$ cat src/rtl/freq_meter_core.sv
// Multi-channel reciprocal frequency meter with an SPI-driven readout path.
// Gated counts land in a live register; 0x3B starts a coherent 8-byte burst.
module freq_meter_core #(
    parameter int NUM_CH = 5,
    parameter int CNT_W  = 32
) (
    input  logic              sys_clk,
    input  logic              sys_rst_n,
    input  logic              sig_clk_i,
    input  logic [NUM_CH-1:0] gate_en_i,
    output logic [NUM_CH-1:0] gate_sync_o,
    input  logic              dc_i,
    input  logic              spi_byte_vld_i,
    input  logic [7:0]        spi_byte_data_i,
    output logic [7:0]        reg_rd_data_o
);

    localparam int WW = 2 * CNT_W;
    localparam logic [CNT_W-1:0] ONE = {{(CNT_W-1){1'b0}}, 1'b1};

    typedef enum logic {IDLE, READ} state_t;

    logic [2:0]       sig_sync;
    logic             sig_edge;
    logic             gate_open [NUM_CH];
    logic             wr_en     [NUM_CH];
    logic [CNT_W-1:0] sig_cnt   [NUM_CH];
    logic [CNT_W-1:0] ref_cnt   [NUM_CH];
    logic             any_wr;
    logic [WW-1:0]    sel_word;
    logic             reg_wr_en;
    logic [WW-1:0]    wr_data;
    logic [WW-1:0]    live;
    logic [WW-1:0]    shadow;
    logic [WW-1:0]    shadow_sh;
    state_t           state, state_nx;
    logic [2:0]       rd_addr, rd_addr_nx;
    logic             rd_req;
    logic             ctl_en, pipe_en;
    logic [2:0]       ctl_addr, pipe_addr;

    // bits 0..1 synchronise, bit 2 is the edge-detect history
    always_ff @(posedge sys_clk or negedge sys_rst_n) begin
        if (!sys_rst_n) sig_sync <= '0;
        else            sig_sync <= {sig_sync[1:0], sig_clk_i};
    end

    assign sig_edge = sig_sync[1] & ~sig_sync[2];

    for (genvar i = 0; i < NUM_CH; i++) begin : g_ch
        always_ff @(posedge sys_clk or negedge sys_rst_n) begin
            if (!sys_rst_n) begin
                gate_open[i] <= 1'b0;
                wr_en[i]     <= 1'b0;
                sig_cnt[i]   <= '0;
                ref_cnt[i]   <= '0;
            end else begin
                wr_en[i] <= 1'b0;
                if (!gate_open[i]) begin
                    if (gate_en_i[i] && sig_edge) begin
                        gate_open[i] <= 1'b1;
                        sig_cnt[i]   <= '0;
                        ref_cnt[i]   <= '0;
                    end
                end else begin
                    if (ref_cnt[i] != '1) ref_cnt[i] <= ref_cnt[i] + ONE;
                    if (sig_edge) begin
                        if (sig_cnt[i] != '1) sig_cnt[i] <= sig_cnt[i] + ONE;
                        if (!gate_en_i[i]) begin
                            gate_open[i] <= 1'b0;
                            wr_en[i]     <= 1'b1;
                        end
                    end
                end
            end
        end
        assign gate_sync_o[i] = gate_open[i];
    end

    // descending scan so the lowest requesting channel wins
    always_comb begin
        any_wr   = 1'b0;
        sel_word = '0;
        for (int i = NUM_CH - 1; i >= 0; i--) begin
            if (wr_en[i]) begin
                any_wr   = 1'b1;
                sel_word = {sig_cnt[i], ref_cnt[i]};
            end
        end
    end

    always_ff @(posedge sys_clk or negedge sys_rst_n) begin
        if (!sys_rst_n) begin
            reg_wr_en <= 1'b0;
            wr_data   <= '0;
        end else begin
            reg_wr_en <= any_wr;
            if (any_wr) wr_data <= sel_word;
        end
    end

    always_comb begin
        state_nx   = state;
        rd_req     = 1'b0;
        rd_addr_nx = rd_addr;
        if (spi_byte_vld_i) begin
            if (!dc_i) begin
                if (spi_byte_data_i == 8'h3B) begin
                    state_nx   = READ;
                    rd_req     = 1'b1;
                    rd_addr_nx = 3'd0;
                end else begin
                    state_nx = IDLE;
                end
            end else if (state == READ) begin
                rd_req     = 1'b1;
                rd_addr_nx = rd_addr + 3'd1;
            end
        end
    end

    always_ff @(posedge sys_clk or negedge sys_rst_n) begin
        if (!sys_rst_n) begin
            state     <= IDLE;
            rd_addr   <= 3'd0;
            ctl_en    <= 1'b0;
            ctl_addr  <= 3'd0;
            pipe_en   <= 1'b0;
            pipe_addr <= 3'd0;
        end else begin
            state     <= state_nx;
            rd_addr   <= rd_addr_nx;
            ctl_en    <= rd_req;
            ctl_addr  <= rd_addr_nx;
            pipe_en   <= ctl_en;
            pipe_addr <= ctl_addr;
        end
    end

    assign shadow_sh = shadow << {pipe_addr, 3'b000};

    // reads see the pre-write live value because both use old register state
    always_ff @(posedge sys_clk or negedge sys_rst_n) begin
        if (!sys_rst_n) begin
            live          <= '0;
            shadow        <= '0;
            reg_rd_data_o <= 8'h00;
        end else begin
            if (reg_wr_en) live <= wr_data;
            if (pipe_en) begin
                if (pipe_addr == 3'd0) begin
                    shadow        <= live;
                    reg_rd_data_o <= live[WW-1 -: 8];
                end else begin
                    reg_rd_data_o <= shadow_sh[WW-1 -: 8];
                end
            end
        end
    end

endmodule

$ cat config.mk
export PLATFORM = sky130hd
export DESIGN_NAME = freq_meter_core
export DESIGN_NICKNAME = d
export VERILOG_FILES = /design/src/rtl/freq_meter_core.sv
export SDC_FILE = /design/constraint.sdc
export NUM_CORES = 1
export LEC_CHECK = 0
export CELL_PAD_IN_SITES_DETAIL_PLACEMENT = 2
export CELL_PAD_IN_SITES_GLOBAL_PLACEMENT = 2
export CORE_ASPECT_RATIO = 1.1
export CORE_UTILIZATION = 37
export DETAILED_ROUTE_END_ITERATION = 10
export GPL_ROUTABILITY_DRIVEN = 0
export PLACE_DENSITY_LB_ADDON = 0.12
export SYNTH_ARGS = -nofsm -noshare
export SYNTH_HDL_FRONTEND = slang
export SYNTH_SLANG_ARGS = --single-unit
$ cat constraint.sdc
create_clock -name sys_clk -period 2.1 [get_ports sys_clk]
set_input_delay 0.21 -clock sys_clk [delete_from_list [all_inputs] [get_ports sys_clk]]
set_output_delay 0.21 -clock sys_clk [all_outputs]
set_load 0.005 [all_outputs]
# Yosys cells after proc, flatten, opt, wreduce, memory -nomap -nowiden
# Cells that the tools add are included.
[word_totals]
reg_bits = 543
inputBits = 18
output_inout_bits = 13
word_cells = 181
[classes]
addsub = 11
eq_ne = 27
shift = 1
muxes = 83
bitwise_logic = 3
reduce_logical = 25
[ops]
columns = ["cell", "count"]
rows = [
  ["$mux 32", 30],
  ["$add 32x1->32 const B", 10],
  ["$mux 64", 5],
  ["$ne 32x32->1 const B", 10],
  ["$shl 64x6->64", 1],
  ["$mux 1", 44],
  ["$ne 2x1->1 const B", 11],
  ["$reduce_and 3->1", 6],
  ["$reduce_and 2->1", 7],
  ["$reduce_bool 2->1", 6],
  ["$ne 2x2->1 const B", 5],
  ["$mux 3", 3],
  ["$eq 8x6->1 const B", 1],
  ["$mux 8", 1],
  ["$logic_and 1x1->1", 5],
  ["$add 3x1->3 const B", 1],
  ["$logic_not 3->1", 1],
  ["$not 1->1", 2],
  ["$and 1x1->1", 1],
]

# Longest topological paths before layout
# Gate-level depths: netlist (run 1).
[depth]
ltp_word = 5
mapped_depth = 10
ltp_nobuf = 7

# Worst setup path before layout (run 1)
# No wires, ideal clock.
[synth_path]
path_type = "flip-flop to flip-flop"
start = "register ref_cnt[128] (netlist bit)"
end = "register ref_cnt[158] (netlist bit)"
setup_time_ns = 0.129
arrival_ns = 2.107
required_time_ns = 1.971
slack_ns = -0.136
stages_incl_launch_ff = 9
path_buffers = 1
synth_period_minus_slack_ns = 2.236
cell_sequence = "dfrtp_1 ha_1 nand4_1 nor4_1 nand2_1 or3_1 buf_2 o211ai_1 o31ai_1"
[synth_between]
elab_chain_cells = 3
[synth_rtl]
columns = ["item", "line_no", "source"]
rows = [
  ["start, declared", "28", "logic [CNT_W-1:0] ref_cnt [NUM_CH];"],
  ["start signal, assigned by index", "56", "ref_cnt[i] <= '0;"],
  ["start signal, assigned by index", "63", "ref_cnt[i] <= '0;"],
  ["$add 32x1->32 or $ne 32x32->1 (tied branches)", "66", "if (ref_cnt[i] != '1) ref_cnt[i] <= ref_cnt[i] + ONE;"],
  ["$mux 32 or $ne 2x1->1 (tied branches)", "-", ""],
  ["$mux 32 or $reduce_and 2->1 (tied branches)", "-", ""],
]
# Parallel ways exist; a longest one is shown, timed or not. The select of a mux whose other input is x is not followed.
# A chain may end at the register's enable or synchronous reset.

# Worst setup path after layout (run 1)
[layout_path]
start = "register ref_cnt[138] (netlist bit)"
end = "register ref_cnt[139] (netlist bit)"
# The elaborated chain is that of the path after synthesis.

==> results.cfg, run 1 <==
[logic_synthesis]
synth_edf_count = 0
syn_avg_cell_area_um2 = 9.262
syn_inst = 3051
synthesis.area_mm2 = 0.02826
yosys.cell_types.count = 69
synthArstFlopShare_pct = 100.0
synthesis.nets = 3080
ys_top_cells_by_area = dfrtp_1, o21ai_0, nand2_1, mux2_2, nand3_1
yosysTopAreaCellShare_pct = 47.37
synth-seq-area-share_pct = 47.37
synth_ff_type = dfrtp_1
synth-seq-cells = 535
synth_largest_area_cell = dfrtp_1
synth_warnings = 0

[pwr]
p_int_mw = 21.11
pwr-share-clk_pct = 37.1
p_switching_mw = 9.846
leakage_nw = 15.36
p_comb_share_pct = 19.8
switching_share_pct = 31.80
power.total_mw = 30.96
cellPowerDensity_mw_per_mm2 = 851.6
ir_worst_vdd_mv = 0.5292
p_seq_share_pct = 43.1

[setup_path]
cp_max_fo = 7
arrival_ns = 2.71
worstSetupEndpointType = flip-flop
startpoint_type = flip-flop
required_ns = 2.59
critPathKind = reg -> reg
r2r_slack_ns = -0.13
r2r_cells = 8

[sta]
setup-violations-final = 35
whs_ns = 0.04502
grt_setup_unrepaired = true
clock_skew_ns = 0.01873
slew_headroom_pct = 60.77
worst_slew_pin_slew_ns = 0.5845
hold_viol = 0
fin_ws_ns = -0.1291
finalCriticalPeriod_ns = 2.229
drv_slew = 0
fmax_mhz = 448.6
fin_crit_sh_pct = 106.1

[routing]
viasPerCell = 5.940
drc = 0
wirelength_um = 118600
drt_iter0_markers = 1386
num_vias = 26830
ant_nets = 0
avgRoutedWirePerCell_um = 26.25
first_pass_iters = 5

[run]
drv_cap = 0

[cells_and_area]
final_nets = 3480
layout_commonest_cell = dfrtp_1
syn_to_final_growth_pct = 28.64
fin_area_mm2 = 0.03635
layout.cells.most_common_list = dfrtp_1, buf_4, nand2_1
antenna_cells = 0
drive_above_1_share_pct = 25.71
final_util_pct = 48.38

[clock_network]
clock_path_buffers = 3
clock-sinks = 535
cts_inserted_buffers = 66
cts_tree = yes
clockRootBuffer = clkbuf_16
cts.clk_slew.worst_paths_ns = 0.06
htree_levels = 3
clk_latency_ns = 0.62

[status]
violations = negative setup slack
status = complete, but fails checks

[floorplanning]
die_y_um = 291.9
io_pins = 31
die-area_mm2 = 0.07749
core_mm2 = 0.07515
die_w_um = 265.5
placementRows = 105
start_util_pct = 37.61

[global_route]
antenna_found_initial = 1
grt_pass1_vias = 29930
grtUsageTotal_pct = 29.39
grt-ovfl-total = 0
grt_pass1_wl_um = 178200
grt_max_degree = 129

[placed_design]
dpl.hpwl_um = 79300
numPortBuffers = 30
place_ws_ns = -0.1504
placed_area_mm2 = 0.03270

[min_path]
hold_class = in -> reg
min_path_cells = 1
## cells by family (layout without fill, tap and decap cells)
| kind of cell | count (synthesis) | after routing | synth area share (%) |
|---|---|---|---|
| flip-flops | 535 | 535 | 47.37 |
| adder cells (fa/ha/maj) | 11 | 11 | 0.4870 |
| XOR/XNOR | 80 | 80 | 2.479 |
| buffers and inverters | 227 | 677 | 3.117 |
| multiplexers | 234 | 234 | 9.493 |
| AND/OR/NAND/NOR | 1177 | 1177 | 20.07 |
| AO/OA/AOI/OAI | 787 | 787 | 16.98 |
## synthesized netlist by cell type, types with 12 or more instances
| cell type | number |
|---|---|
| o211ai_1 | 25 |
| a22o_1 | 17 |
| mux4_2 | 15 |
| mux2_2 | 122 |
| nor2_1 | 195 |
| xnor2_1 | 42 |
| nor3_1 | 58 |
| buf_1 | 17 |
| nand3_1 | 197 |
| nand4_1 | 103 |
| and3_1 | 61 |
| o41ai_1 | 22 |
| clkbuf_1 | 155 |
| dfrtp_1 | 535 |
| o21ai_0 | 343 |
| o21a_1 | 16 |
| mux2i_1 | 97 |
| and2_1 | 23 |
| inv_1 | 34 |
| buf_2 | 16 |
| or3_1 | 19 |
| a31oi_1 | 44 |
| o31ai_1 | 58 |
| a21oi_1 | 135 |
| a22oi_1 | 64 |
| a21o_1 | 12 |
| xor2_1 | 38 |
| nand2_1 | 416 |
| and4_1 | 22 |
| o311ai_0 | 12 |
| nor4_1 | 25 |
## routing by layer
layer	vias up	track usage, %	routed length (um)
met3	236	3.078	3480
met1	14080	36.13	49580
met4	2	10.74	4257
met5	-	0	19
li1	11980	-	-
met2	528	52.82	61230
## state kept, by name (all words and copies together) (netlist names), named ones only
register,flops
live,64
pipe_addr,3
reg_rd_data_o,8
ctl_en,1
sig_cnt,160
shadow,56
wr_en,5
ref_cnt,160
ctl_addr,3
wr_data,64
reg_wr_en,1
sig_sync,3
state,1
pipe_en,1
## power groups by stage
stage | clock (mW) | sequential, mW | combinational (mW)
after global placement | 0 | 13.2 | 5.26
after CTS | 11.7 | 13.2 | 5.83
after floorplan | 0 | 12.9 | 2.86
after global routing | 12.1 | 13.5 | 6.63
after detailed placement | 0 | 13.4 | 5.65
final | 11.5 | 13.3 | 6.13
## stage by stage
step	cells	TNS, ns
global placement	4322	-0.1179
detailed placement	4322	-3.706
global route	4517	-5.476
finish	4517	-1.469
floorplan	3051	-1.304
CTS	4464	-0.1849
## area by class of cell
class | count | area (um^2)
clock buffer | 101 | 1967
sequential | 535 | 13420
inverter | 36 | 135.1
timing repair buffer | 523 | 4592
tap | 1016 | 1271
clock inverter | 17 | 153.9
fill | 7830 | 38790
multi-input combinational | 2289 | 14820
## repair_timing
item | CTS | global route
endpoints found under the hold margin | 247 | 0
setup endpoints to repair | 112 | 231
pin swaps | 15 | 50
gates resized for setup | 44 | 195
gates cloned | 0 | 5
hold buffers | 1 | 0
setup buffers | 23 | 49
## worst paths after layout
path                                           from                        to
max                        ref_cnt[138]$_DFFE_PN0P_  ref_cnt[139]$_DFFE_PN0P_
min in group asynchronous                 sys_rst_n  ref_cnt[155]$_DFFE_PN0P_
min reg2reg                   sig_sync[0]$_DFF_PN0_     sig_sync[1]$_DFF_PN0_
max reg2reg                ref_cnt[138]$_DFFE_PN0P_  ref_cnt[139]$_DFFE_PN0P_
max in group asynchronous                 sys_rst_n  sig_cnt[105]$_DFFE_PN0P_
min                                       sig_clk_i     sig_sync[0]$_DFF_PN0_
## critical path, stage by stage (launching register included)
cell and delay, ns:
dfrtp_1 0.39, nand4_1 0.19, buf_4 0.19, or4_4 0.58, o41ai_4 0.24, buf_6 0.20, nor3_2 0.06, xnor2_1 0.18
nor2_1 0.07
Power figures use the tool's default switching activity.
==> inputs of run 2 (changes only) <==
--- a/config.mk
+++ b/config.mk
@@ -8,10 +8,11 @@
 export CELL_PAD_IN_SITES_DETAIL_PLACEMENT = 2
 export CELL_PAD_IN_SITES_GLOBAL_PLACEMENT = 2
 export CORE_ASPECT_RATIO = 1.1
-export CORE_UTILIZATION = 37
+export CORE_UTILIZATION = 44
 export DETAILED_ROUTE_END_ITERATION = 10
 export GPL_ROUTABILITY_DRIVEN = 0
 export PLACE_DENSITY_LB_ADDON = 0.12
 export SYNTH_ARGS = -nofsm -noshare
 export SYNTH_HDL_FRONTEND = slang
 export SYNTH_SLANG_ARGS = --single-unit
+export TNS_END_PERCENT = 50
==> constraint.sdc (replaced) <==
create_clock -name sys_clk -period 2.6 [get_ports sys_clk]
set_input_delay 0.26 -clock sys_clk [delete_from_list [all_inputs] [get_ports sys_clk]]
set_output_delay 0.26 -clock sys_clk [all_outputs]
set_load 0.005 [all_outputs]
==> results.cfg, run 2 (synthesis gave the netlist of run 1 again) <==
[floorplanning]
die-area_mm2 = 0.06525
die_w_um = 243.6
io_pins = 31
placementRows = 97
start_util_pct = 44.44
die_y_um = 267.8
core_mm2 = 0.06360

[routing]
first_pass_iters = 6
drt_iter0_markers = 1933
num_vias = 25960
wirelength_um = 113700
drc = 0
avgRoutedWirePerCell_um = 28.64
ant_nets = 0
viasPerCell = 6.539

[sta]
clock_skew_ns = 0.02659
slew_headroom_pct = 31.83
grt_setup_unrepaired = true
drv_slew = 0
worst_slew_pin_slew_ns = 1.023
finalCriticalPeriod_ns = 2.538
fmax_mhz = 394.0
hold_viol = 0
setup-violations-final = 0
fin_crit_sh_pct = 97.61

[pwr]
ir_worst_vdd_mv = 0.8368
cellPowerDensity_mw_per_mm2 = 742.1
power.total_mw = 23.88
leakage_nw = 13.11

[setup_path]
cp_max_fo = 9
r2r_slack_ns = 0.06
critPathKind = reg -> reg
worstSetupEndpointType = flip-flop
required_ns = 3.13
arrival_ns = 3.07
startpoint_type = flip-flop

[clock_network]
cts_tree = yes
htree_levels = 2
cts_inserted_buffers = 60
clock_path_buffers = 3
clock-sinks = 535
clockRootBuffer = clkbuf_16
cts.clk_slew.worst_paths_ns = 0.06
clk_latency_ns = 0.66

[placed_design]
dpl.hpwl_um = 74020
numPortBuffers = 30

[cells_and_area]
layout_commonest_cell = dfrtp_1
final_util_pct = 50.60
final_nets = 3108
top_regs = ref_cnt (160), sig_cnt (160)
drive_above_1_share_pct = 12.85
nFillCells = 6653
layout.cells.most_common_list = dfrtp_1, nand2_1, o21ai_0
antenna_cells = 0
syn_to_final_growth_pct = 13.88

[global_route]
grt-ovfl-total = 0
grtUsageTotal_pct = 34.66
grt_pass1_vias = 28110
grt_max_degree = 129
antenna_found_initial = 0
grt_pass1_wl_um = 176300

[status]
status = complete, no violations

[run]
drv_cap = 0

[min_path]
hold_class = in -> reg
[run 2: metrics by stage]
step	area (um^2)	TNS (ns)	std cells	worst slack, ns	hold WS, ns
2_1_floorplan	28260	0	3051	0.3636	-0.03559
3_3_place_gp	30070	0	3856	0.1969	0.2349
3_5_place_dp	30070	0	3856	0.1238	0.2459
4_1_cts	32140	-0.01501	3969	-0.01046	0.05122
5_1_grt	32180	-0.1429	3970	-0.04640	0.07524
6_report	32180	0	3970	0.06214	0.07874
[run 2: report_power, final]
part	leakage (nW)	internal [mW]	switching, mW
registers	7.22	9.53	1.80
logic	4.89	1.43	2.08
clock network	0.994	5.11	3.93
[run 2: worst max-delay path: stages (launching register included)]
cell      delay, ns
dfrtp_1        0.44
ha_1           0.26
and4_4         0.28
nor4bb_4       0.34
buf_4          0.24
nand4_1        0.20
or3_1          0.41
o31ai_1        0.23
[run 2: final timing paths]
check,start,end,depth (start not counted)
setup / recovery,sig_cnt[97]$_DFFE_PN0P_,sig_cnt[126]$_DFFE_PN0P_,7
hold / removal,sig_clk_i,sig_sync[0]$_DFF_PN0_,1
setup reg to reg,sig_cnt[97]$_DFFE_PN0P_,sig_cnt[126]$_DFFE_PN0P_,7
hold reg to reg,sig_sync[0]$_DFF_PN0_,sig_sync[1]$_DFF_PN0_,0
max in group asynchronous,sys_rst_n,wr_en[1]$_DFF_PN0_,3
min in group asynchronous,sys_rst_n,ref_cnt[139]$_DFFE_PN0P_,2
[run 2: area by class of cell]
| class | instances | area, um^2 | area share (%) |
|---|---|---|---|
| Multi-Input combinational cell | 2289 | 14080 | 43.75 |
| Timing Repair Buffer | 157 | 1486 | 4.619 |
| Sequential cell | 535 | 13410 | 41.65 |
| Clock buffer | 94 | 1821 | 5.657 |
| Clock inverter | 18 | 202.7 | 0.6298 |
| Inverter | 36 | 135.1 | 0.4199 |
| Tap cell | 841 | 1052 | 3.270 |
[run 2: metal layers]
layer | part of all wire, % | vias to the layer above | track usage (%)
met5 | 0 | - | 0
met4 | 4.2 | 0 | 14.07
met3 | 3.7 | 281 | 3.835
met2 | 50 | 726 | 60.83
met1 | 42 | 13700 | 43.63
li1 | - | 11250 | -
[run 2: what timing repair did]
item	4_1_cts	5_1_grt
resized for setup	5	10
setup endpoints to repair	27	34
pin swaps	1	1
endpoints found under the hold margin	109	0
hold buffers	1	0
gates cloned	0	0
buffers inserted	0	1
==> inputs of run 3 (changes only) <==
--- a/config.mk
+++ b/config.mk
@@ -12,6 +12,7 @@
 export DETAILED_ROUTE_END_ITERATION = 10
 export GPL_ROUTABILITY_DRIVEN = 0
 export PLACE_DENSITY_LB_ADDON = 0.12
+export SKIP_CTS_REPAIR_TIMING = 1
 export SYNTH_ARGS = -nofsm -noshare
 export SYNTH_HDL_FRONTEND = slang
 export SYNTH_SLANG_ARGS = --single-unit
==> results.cfg, run 3 (synthesis gave the netlist of run 1 again) <==
[status]
status = complete, no violations

[min_path]
min_path_cells = 1
min_from = sig_clk_i
holdPathEnd = sig_sync[0]$_DFF_PN0_
hold_class = in -> reg

[clock_network]
cts_inserted_buffers = 60
clockRootBuffer = clkbuf_16
cts.clk_slew.worst_paths_ns = 0.07
clock-sinks = 535
cts_tree = yes
htree_levels = 2
clock_path_buffers = 3
clk_latency_ns = 0.65

[floorplanning]
io_pins = 31
die-area_mm2 = 0.06525
die_y_um = 267.8
core_mm2 = 0.06360
die_w_um = 243.6
start_util_pct = 44.44
placementRows = 97

[cells_and_area]
layout.cells.most_common_list = dfrtp_1, nand2_1, o21ai_0
syn_to_final_growth_pct = 13.94
drive_above_1_share_pct = 12.84
fin_cells = 3971
top_regs = ref_cnt (160), sig_cnt (160)
layout_commonest_cell = dfrtp_1
final_util_pct = 50.63
nFillCells = 6654
antenna_cells = 0
final_nets = 3109

[routing]
drc = 0
ant_nets = 0
first_pass_iters = 5
viasPerCell = 6.553
drt_iter0_markers = 1896
wirelength_um = 114000
avgRoutedWirePerCell_um = 28.71
num_vias = 26020

[setup_path]
startpoint_type = flip-flop
crit_chain = nand3_1 > or3b_2 > nor3_1 > a41oi_1 > o21ai_0 > o311ai_0
cp_max_fo = 7
path_delay_family = simple AND/OR/NAND/NOR gates
max_stage_delay_ns = 0.61
r2r_cells = 6
regToRegEndpoint = ref_cnt[153]$_DFFE_PN0P_
crit_buf_inv = 0
regToRegStartpoint = ref_cnt[133]$_DFFE_PN0P_
arrival_ns = 3.11
required_ns = 3.12
crit_slowest_cell = or3b_2
r2r_slack_ns = 0.01
critPathKind = reg -> reg
worstSetupEndpointType = flip-flop

[placed_design]
numPortBuffers = 30
place_ws_ns = 0.1238
dpl.hpwl_um = 74020
dpl.cell_count = 3856

[pwr]
ir_worst_vdd_mv = 0.8416
cellPowerDensity_mw_per_mm2 = 741.9
leakage_nw = 13.14

[sta]
tns_ns = 0
slew_headroom_pct = 32.53
finalCriticalPeriod_ns = 2.589
drv_slew = 0
fmax_mhz = 386.2
worst_slew_pin_slew_ns = 1.012
clock_skew_ns = 0.02543
fin_crit_sh_pct = 99.58
fin_ws_ns = 0.01091
setup-violations-final = 0
hold_viol = 0

[run]
drv_cap = 0

[global_route]
grt_max_degree = 129
grt-ovfl-total = 0
grt_pass1_vias = 28070
antenna_found_initial = 0
grtUsageTotal_pct = 34.65
grt_pass1_wl_um = 176200
## run 3: cell count changes in the layout (fill, tap and decap cells not counted), sizes merged
cell and change:
buf +1
## run 3: cell type report
class | count | area (um^2) | area share [%]
Inverter | 36 | 135.1 | 0.4197
Clock inverter | 18 | 202.7 | 0.6295
Sequential cell | 535 | 13410 | 41.63
Multi-Input combinational cell | 2289 | 14090 | 43.75
Tap cell | 841 | 1052 | 3.268
Clock buffer | 94 | 1821 | 5.654
Timing Repair Buffer | 158 | 1498 | 4.651
## run 3: how the worst max path moves through the flow
stage / from / slack [ns] / cells past startpoint / endpoint
finish: ref_cnt[133]$_DFFE_PN0P_ / 0.01 / 6 / ref_cnt[153]$_DFFE_PN0P_
CTS: ref_cnt[136]$_DFFE_PN0P_ / -0.24 / 6 / ref_cnt[151]$_DFFE_PN0P_
floorplan: ref_cnt[128]$_DFFE_PN0P_ / 0.36 / 8 / ref_cnt[158]$_DFFE_PN0P_
global route: sig_cnt[128]$_DFFE_PN0P_ / -0.04 / 7 / sig_cnt[153]$_DFFE_PN0P_
global placement: sig_cnt[64]$_DFFE_PN0P_ / 0.20 / 8 / sig_cnt[93]$_DFFE_PN0P_
detailed placement: ref_cnt[129]$_DFFE_PN0P_ / 0.12 / 7 / ref_cnt[158]$_DFFE_PN0P_
## run 3: per-stage QoR
step	power, mW	cell area, um^2	hold WS [ns]
global placement	14.13	30070	0.2349
finish	23.89	32200	0.07910
floorplan	12.74	28260	-0.03559
CTS	23.87	32100	-0.4456
detailed placement	14.60	30070	0.2459
global route	24.60	32200	0.07524
## run 3: per-layer routing
metal	routed length, um	up-vias	track usage (%)
met5	0	-	0
met4	4855	0	14.04
met3	4402	305	3.885
met2	57300	767	60.84
met1	47440	13700	43.57
li1	-	11250	-
## run 3: report_power, final
part           internal (mW)  switching (mW)
logic                   1.43            2.08
registers               9.53            1.81
clock network           5.11            3.92
total                   16.1            7.82
